### src/rtl/dma_in_scheduler.sv
// Descriptor FIFO and launch sequencer for the dma_in capture engine.
// Pops one (timer, addr, len) descriptor at a time, drops late ones, arms dma_in and waits for completion.
//
// state | meaning
// IDLE  | waiting for a queued descriptor while dma_in is not busy
// CHECK | head popped onto addr/len lines, deciding if its start time is still ahead
// ARMED | dma_timer_init driven, waiting for dma_done
module dma_in_scheduler #(
   parameter int DEPTH = 4,
   parameter int CNT_W = 16
) (
   input  logic                    clk,
   input  logic                    srst,
   input  logic [31:0]             ctimer,
   input  logic                    desc_valid,
   output logic                    desc_ready,
   input  logic [31:0]             desc_timer,
   input  logic [31:0]             desc_addr,
   input  logic [31:0]             desc_len,
   input  logic                    flush,
   output logic [31:0]             dma_timer_init,
   output logic [31:0]             dma_start_addr,
   output logic [31:0]             dma_length,
   input  logic                    dma_busy,
   input  logic                    dma_done,
   output logic [$clog2(DEPTH):0]  fifo_count,
   output logic [CNT_W-1:0]        done_count,
   output logic [CNT_W-1:0]        drop_count,
   output logic                    irq_done,
   output logic                    active
);
   localparam int PTR_W = $clog2(DEPTH);
   localparam logic [PTR_W:0] FULL_CNT = (PTR_W+1)'(DEPTH);

   typedef enum logic [1:0] {ST_IDLE, ST_CHECK, ST_ARMED} state_t;

   typedef struct packed {
      logic [31:0] timer;
      logic [31:0] addr;
      logic [31:0] len;
   } desc_t;

   state_t           state_q, state_d;
   desc_t            mem_q [DEPTH];
   desc_t            mem_d [DEPTH];
   logic [PTR_W-1:0] wr_ptr_q, wr_ptr_d;
   logic [PTR_W-1:0] rd_ptr_q, rd_ptr_d;
   logic [PTR_W:0]   count_q, count_d;
   logic [31:0]      head_timer_q, head_timer_d;
   logic [31:0]      timer_init_q, timer_init_d;
   logic [31:0]      start_addr_q, start_addr_d;
   logic [31:0]      length_q, length_d;
   logic [CNT_W-1:0] done_cnt_q, done_cnt_d;
   logic [CNT_W-1:0] drop_cnt_q, drop_cnt_d;
   logic             irq_q, irq_d;
   logic             active_q, active_d;

   logic             push_acc;
   logic             store;
   logic             push_drop;
   logic             pop;
   logic [31:0]      slack;
   logic             late;

   // flush wins over both a simultaneous push and a pop of the head
   assign desc_ready = (count_q < FULL_CNT);
   assign push_acc   = desc_valid && desc_ready && !flush;
   assign store      = push_acc && (desc_timer != 32'd0);
   assign push_drop  = push_acc && (desc_timer == 32'd0);
   assign pop        = (state_q == ST_IDLE) && (count_q != '0) && !dma_busy && !flush;
   assign slack      = head_timer_q - ctimer;
   assign late       = ($signed(slack) <= 32'sd1);

   always_comb begin
      state_d      = state_q;
      mem_d        = mem_q;
      wr_ptr_d     = wr_ptr_q;
      rd_ptr_d     = rd_ptr_q;
      count_d      = count_q + (PTR_W+1)'(store) - (PTR_W+1)'(pop);
      head_timer_d = head_timer_q;
      timer_init_d = timer_init_q;
      start_addr_d = start_addr_q;
      length_d     = length_q;
      done_cnt_d   = done_cnt_q;
      drop_cnt_d   = drop_cnt_q + CNT_W'(push_drop);
      irq_d        = 1'b0;
      active_d     = active_q;

      if (store) begin
         mem_d[wr_ptr_q] = {desc_timer, desc_addr, desc_len};
         wr_ptr_d        = wr_ptr_q + PTR_W'(1);
      end
      if (pop) begin
         rd_ptr_d = rd_ptr_q + PTR_W'(1);
      end
      if (flush) begin
         wr_ptr_d = '0;
         rd_ptr_d = '0;
         count_d  = '0;
      end

      case (state_q)
         ST_IDLE: begin
            if (pop) begin
               head_timer_d = mem_q[rd_ptr_q].timer;
               start_addr_d = mem_q[rd_ptr_q].addr;
               length_d     = mem_q[rd_ptr_q].len;
               state_d      = ST_CHECK;
            end
         end
         ST_CHECK: begin
            if (late) begin
               drop_cnt_d = drop_cnt_d + CNT_W'(1);
               state_d    = ST_IDLE;
            end else begin
               timer_init_d = head_timer_q;
               active_d     = 1'b1;
               state_d      = ST_ARMED;
            end
         end
         ST_ARMED: begin
            if (dma_done) begin
               timer_init_d = 32'd0;
               active_d     = 1'b0;
               irq_d        = 1'b1;
               done_cnt_d   = done_cnt_q + CNT_W'(1);
               state_d      = ST_IDLE;
            end
         end
         default: state_d = ST_IDLE;
      endcase
   end

   always_ff @(posedge clk) begin
      if (srst) begin
         state_q      <= ST_IDLE;
         wr_ptr_q     <= '0;
         rd_ptr_q     <= '0;
         count_q      <= '0;
         head_timer_q <= '0;
         timer_init_q <= '0;
         start_addr_q <= '0;
         length_q     <= '0;
         done_cnt_q   <= '0;
         drop_cnt_q   <= '0;
         irq_q        <= 1'b0;
         active_q     <= 1'b0;
      end else begin
         state_q      <= state_d;
         wr_ptr_q     <= wr_ptr_d;
         rd_ptr_q     <= rd_ptr_d;
         count_q      <= count_d;
         head_timer_q <= head_timer_d;
         timer_init_q <= timer_init_d;
         start_addr_q <= start_addr_d;
         length_q     <= length_d;
         done_cnt_q   <= done_cnt_d;
         drop_cnt_q   <= drop_cnt_d;
         irq_q        <= irq_d;
         active_q     <= active_d;
      end
   end

   // storage needs no reset; validity is tracked by the pointers and count
   always_ff @(posedge clk) begin
      mem_q <= mem_d;
   end

   assign dma_timer_init = timer_init_q;
   assign dma_start_addr = start_addr_q;
   assign dma_length     = length_q;
   assign fifo_count     = count_q;
   assign done_count     = done_cnt_q;
   assign drop_count     = drop_cnt_q;
   assign irq_done       = irq_q;
   assign active         = active_q;
endmodule

### config.mk
export PLATFORM = sky130hd
export DESIGN_NAME = dma_in_scheduler
export DESIGN_NICKNAME = d
export VERILOG_FILES = /design/src/rtl/dma_in_scheduler.sv
export SDC_FILE = /design/constraint.sdc
export NUM_CORES = 1
export LEC_CHECK = 0
export BUFFER_PORTS_ARGS = -buffer_cell sky130_fd_sc_hd__buf_2
export CAP_MARGIN = 20
export CORE_MARGIN = 2
export CORE_UTILIZATION = 58
export CTS_CLUSTER_SIZE = 10
export DETAILED_ROUTE_END_ITERATION = 8
export PLACE_DENSITY = 0.84
export RECOVER_POWER = 50
export SYNTH_ARGS = -nofsm -noshare
export SYNTH_HDL_FRONTEND = slang
export SYNTH_SLANG_ARGS = --single-unit
### constraint.sdc
create_clock -name clk -period 7.4 [get_ports clk]
set_input_delay 0.74 -clock clk [delete_from_list [all_inputs] [get_ports clk]]
set_output_delay 0.74 -clock clk [all_outputs]
set_load 0.05 [all_outputs]
==> results.md <==
* Die area at 42100 um^2
* #FFs+latches synth at 555
* Final net count at 2212
* Fraction of synthesized area in multiplexers at 10.0%
* Register-to-Register Setup Slack at 2.80 ns
* Leakage at ~8.8 nW
* CP Class: reg2reg
* Final worst slack at 2.80 ns
* Final setup fails at 0
* Fin. max-slew vios at 97
* Max-Slew Margin vs Limit at -95.7%
* Worst setup EP type: flop
* Final Hold Vio Count at 0
* Fmax at 218 MHz
* Crit-path max FO at 13
* Dpl hpwl at 38500 um
* Layout Utilization at 68.1%
* Initial core utilization at 59.0%
* Clk_lat worst skew at 0.59 ns
* Ys async rst share at 0%
* Clock transition at path regs at 0.05 ns
* Status: finished with violations
* DP Worst Slack at 2.40 ns
* Post-synth top area share at 49.1%
* Hold Path Class: in2reg
* DR vias/cell at 6.13
* Power Total at 6.71 mW
* Root buf cell: clkbuf_16
* Synth Area in Compound Gates at 9.55%
* Area of placed instances at 25300 um^2
* Final Non-Filler Cells at 2618
* Final period utilization at 62.1%
* Synth Instances at 1774
* Critical Path AT at 5.09 ns
* Area leader, netlist: edfxtp_1
* Min-delay src: desc_len[27]
* Largest net degree at the start of global routing at 67
* Placeable Area at 39800 um^2
* Deepest clock path buffer count at 3
* CTS sink count at around 560
* Iteration-0 DRC Markers at 1393
* R2R Path Start: head_timer_q[9]
* FP Rows at 73
* Startpoint Class: flop
* Hold slack final at 0.406 ns
* I/O pins at 268
* IO buf count at 267
* Post-cts sizing count at 0
* Overall die width at 205 um
* Synth warnings at 0
* Router iterations before antenna repair at 5
* Vias in the first global route at 16400
* CTS Buf Count at 67
* Setup TNS at 0 ns
* Total grt overflow at 0
* Most Frequent Cell on Critical Path: nor4_1
* First-pass GRT wire length at 91600 um
* Worst hold path endpoint: mem_q[123]
* Reg2Reg Depth at 11
* Placed cells at ~2500
* Initial antenna violation count at 9
* WP data required at roughly 7.9 ns
* R2r endpoint: drop_count[11]
* Max IR drop VDD at 0.249 mV
* Most area-consuming cells after synthesis: edfxtp_1, dfxtp_1, mux4_2
* Fin crit period at 4.60 ns
* Syn_area_per_cell at 13.2 um^2
* Area growth from synthesis to layout at 15.4%
* Seq/Total Area, Yosys at 63.7%
* Crit-path cells: ha_1 > a21oi_2 > o21ai_0 > a31oi_1 > nor2_1 > nor4_1 > nand4_1 > nor4_1 > nand3_1 > a2111oi_2 > mux2i_1
* Min-Delay Path Depth at 1
* RSZ-0062 raised after global routing: false
* XOR/XNOR share of the synthesized area at 1.53%
* Synth Cell Area at 23500 um^2
* Post-synthesis cell type count at 81
* Global Route Usage Sum at 28.7%
* CP max-delay cell: a31oi_1
* Final WL at between 50000 and 60000 um
* CP peak stage delay at 0.67 ns
* Routability cong. at 0.943
* CTS tree: yes
* Antenna-violating nets left at 0
* Power per cell area at 248 nW/um^2
* Post-synth EDFFs at roughly 380
* Drt drc at 0
* Max Cap Violations at 2
* Fraction of the mapped netlist area in simple logic gates at 10.4%
* Fraction of layout cells with a size suffix above 1 at 13.2%
* Post-CTS setup buffers at 0
* CTS Hold Buffers Added at 0
* Largest family of logic cells by synthesized area: simple AND/OR/NAND/NOR gates
* Syn nets at 1951
* Setup Skew at 0.0337 ns
* Vias post-DR at 16000
* Worst-margin pin slew at 2.94 ns
* Ys flop type: edfxtp_1
* WL/cell at about 23 um
* Layout fillers at 2857
* CTS H-tree depth at 3
* Violated checks: capacitance limit, slew limit
* Die H at 205 um
* Fin area at ~27000 um^2
* Post-Synth Adder-Cell Area at 2.35%
## state kept, by name, summed over array words and instances, names as in the netlist
| name | cells |
|---|---|
| active | 1 |
| dma_length | 32 |
| dma_start_addr | 32 |
| dma_timer_init | 32 |
| done_count | 16 |
| drop_count | 16 |
| fifo_count | 3 |
| head_timer_q | 32 |
| irq_done | 1 |
| mem_q | 384 |
| rd_ptr_q | 2 |
| state_q | 2 |
| wr_ptr_q | 2 |
## layout by cell type (no fill, tap or decap), types with 36 or more instances in the layout
| cell type | n |
|---|---|
| inv_1 | 48 |
| nor2_1 | 68 |
| buf_2 | 36 |
| clkbuf_16 | 68 |
| mux4_2 | 96 |
| nand3_1 | 57 |
| a21oi_1 | 178 |
| dfxtp_1 | 169 |
| edfxtp_1 | 384 |
| clkbuf_1 | 270 |
| nand2_1 | 260 |
| o211ai_1 | 42 |
| ha_1 | 41 |
## metal layers
metal  GRT usage [%]  routed length [um]  up-vias  part of all wire, %
li1                -                   -     7266                    -
met1            36.3               23200     7987                   39
met2            47.9               29800      660                   50
met3            6.59                4790      129                  8.0
met4            11.9                2140        4                  3.6
met5               0                  27        -                0.045
## logic make-up (layout without fill, tap and decap cells)
kind of cell	after synthesis	count (layout)
flops	555	555
simple gates	529	529
compound gates	347	347
buf+inv	145	456
mux	114	114
fa+ha+maj	43	43
xor+xnor	41	41
other cells	0	8
## area by class of cell
cell class | instances | area [um^2] | area share, %
clock inverter | 11 | 166 | 0.614
tap | 525 | 657 | 2.42
sequential | 555 | 15000 | 55.2
clock buffer | 108 | 1870 | 6.91
timing repair buffer | 288 | 1250 | 4.61
multi-input combinational | 1074 | 8000 | 29.5
antenna | 8 | 20.0 | 0.0739
inverter | 49 | 185 | 0.683
## Yosys cell counts (8+ instances only)
| cell type | instances |
|---|---|
| a211oi_1 | 10 |
| a21o_1 | 12 |
| a21oi_1 | 178 |
| and2_1 | 12 |
| and3_1 | 12 |
| and4_1 | 8 |
| buf_1 | 10 |
| buf_2 | 13 |
| clkbuf_1 | 66 |
| dfxtp_1 | 171 |
| edfxtp_1 | 384 |
| ha_1 | 41 |
| inv_1 | 48 |
| mux2i_1 | 11 |
| mux4_2 | 96 |
| nand2_1 | 260 |
| nand3_1 | 57 |
| nand4_1 | 22 |
| nor2_1 | 72 |
| nor3_1 | 24 |
| nor4_1 | 19 |
| o211ai_1 | 42 |
| o21a_1 | 11 |
| o21ai_0 | 18 |
| o21ai_1 | 11 |
| or2_2 | 8 |
| or3_1 | 8 |
| xnor2_1 | 18 |
| xor2_1 | 23 |
## power breakdown
| group | internal, mW | switching [mW] | total, mW |
|---|---|---|---|
| Clock | 1.78 | 1.23 | 3.01 |
| Sequential | 3.36 | 0.0191 | 3.38 |
| Combinational | 0.101 | 0.217 | 0.318 |
| Total | 5.25 | 1.47 | 6.71 |
## worst max path at each step
stage	endpoint	slack (ns)	from
2_1_floorplan	mem_q[0]	1.66	flush
6_report	drop_count[11]	2.80	head_timer_q[9]
5_1_grt	drop_count[11]	2.38	head_timer_q[9]
4_1_cts	drop_count[11]	2.85	head_timer_q[9]
3_5_place_dp	drop_count[11]	2.40	ctimer[9]
3_3_place_gp	dma_timer_init[11]	2.33	ctimer[5]
## worst max-delay path: cells and delay by family, from the launching register on
family / cells / cell delay, ns
DFF: 1 / 0.41
adders and majority gates: 1 / 0.42
muxes: 1 / 0.22
and+or+nand+nor: 5 / 1.63
AOI/OAI and AO/OA: 4 / 1.80
Note: power is estimated with default switching activity, not from simulation.
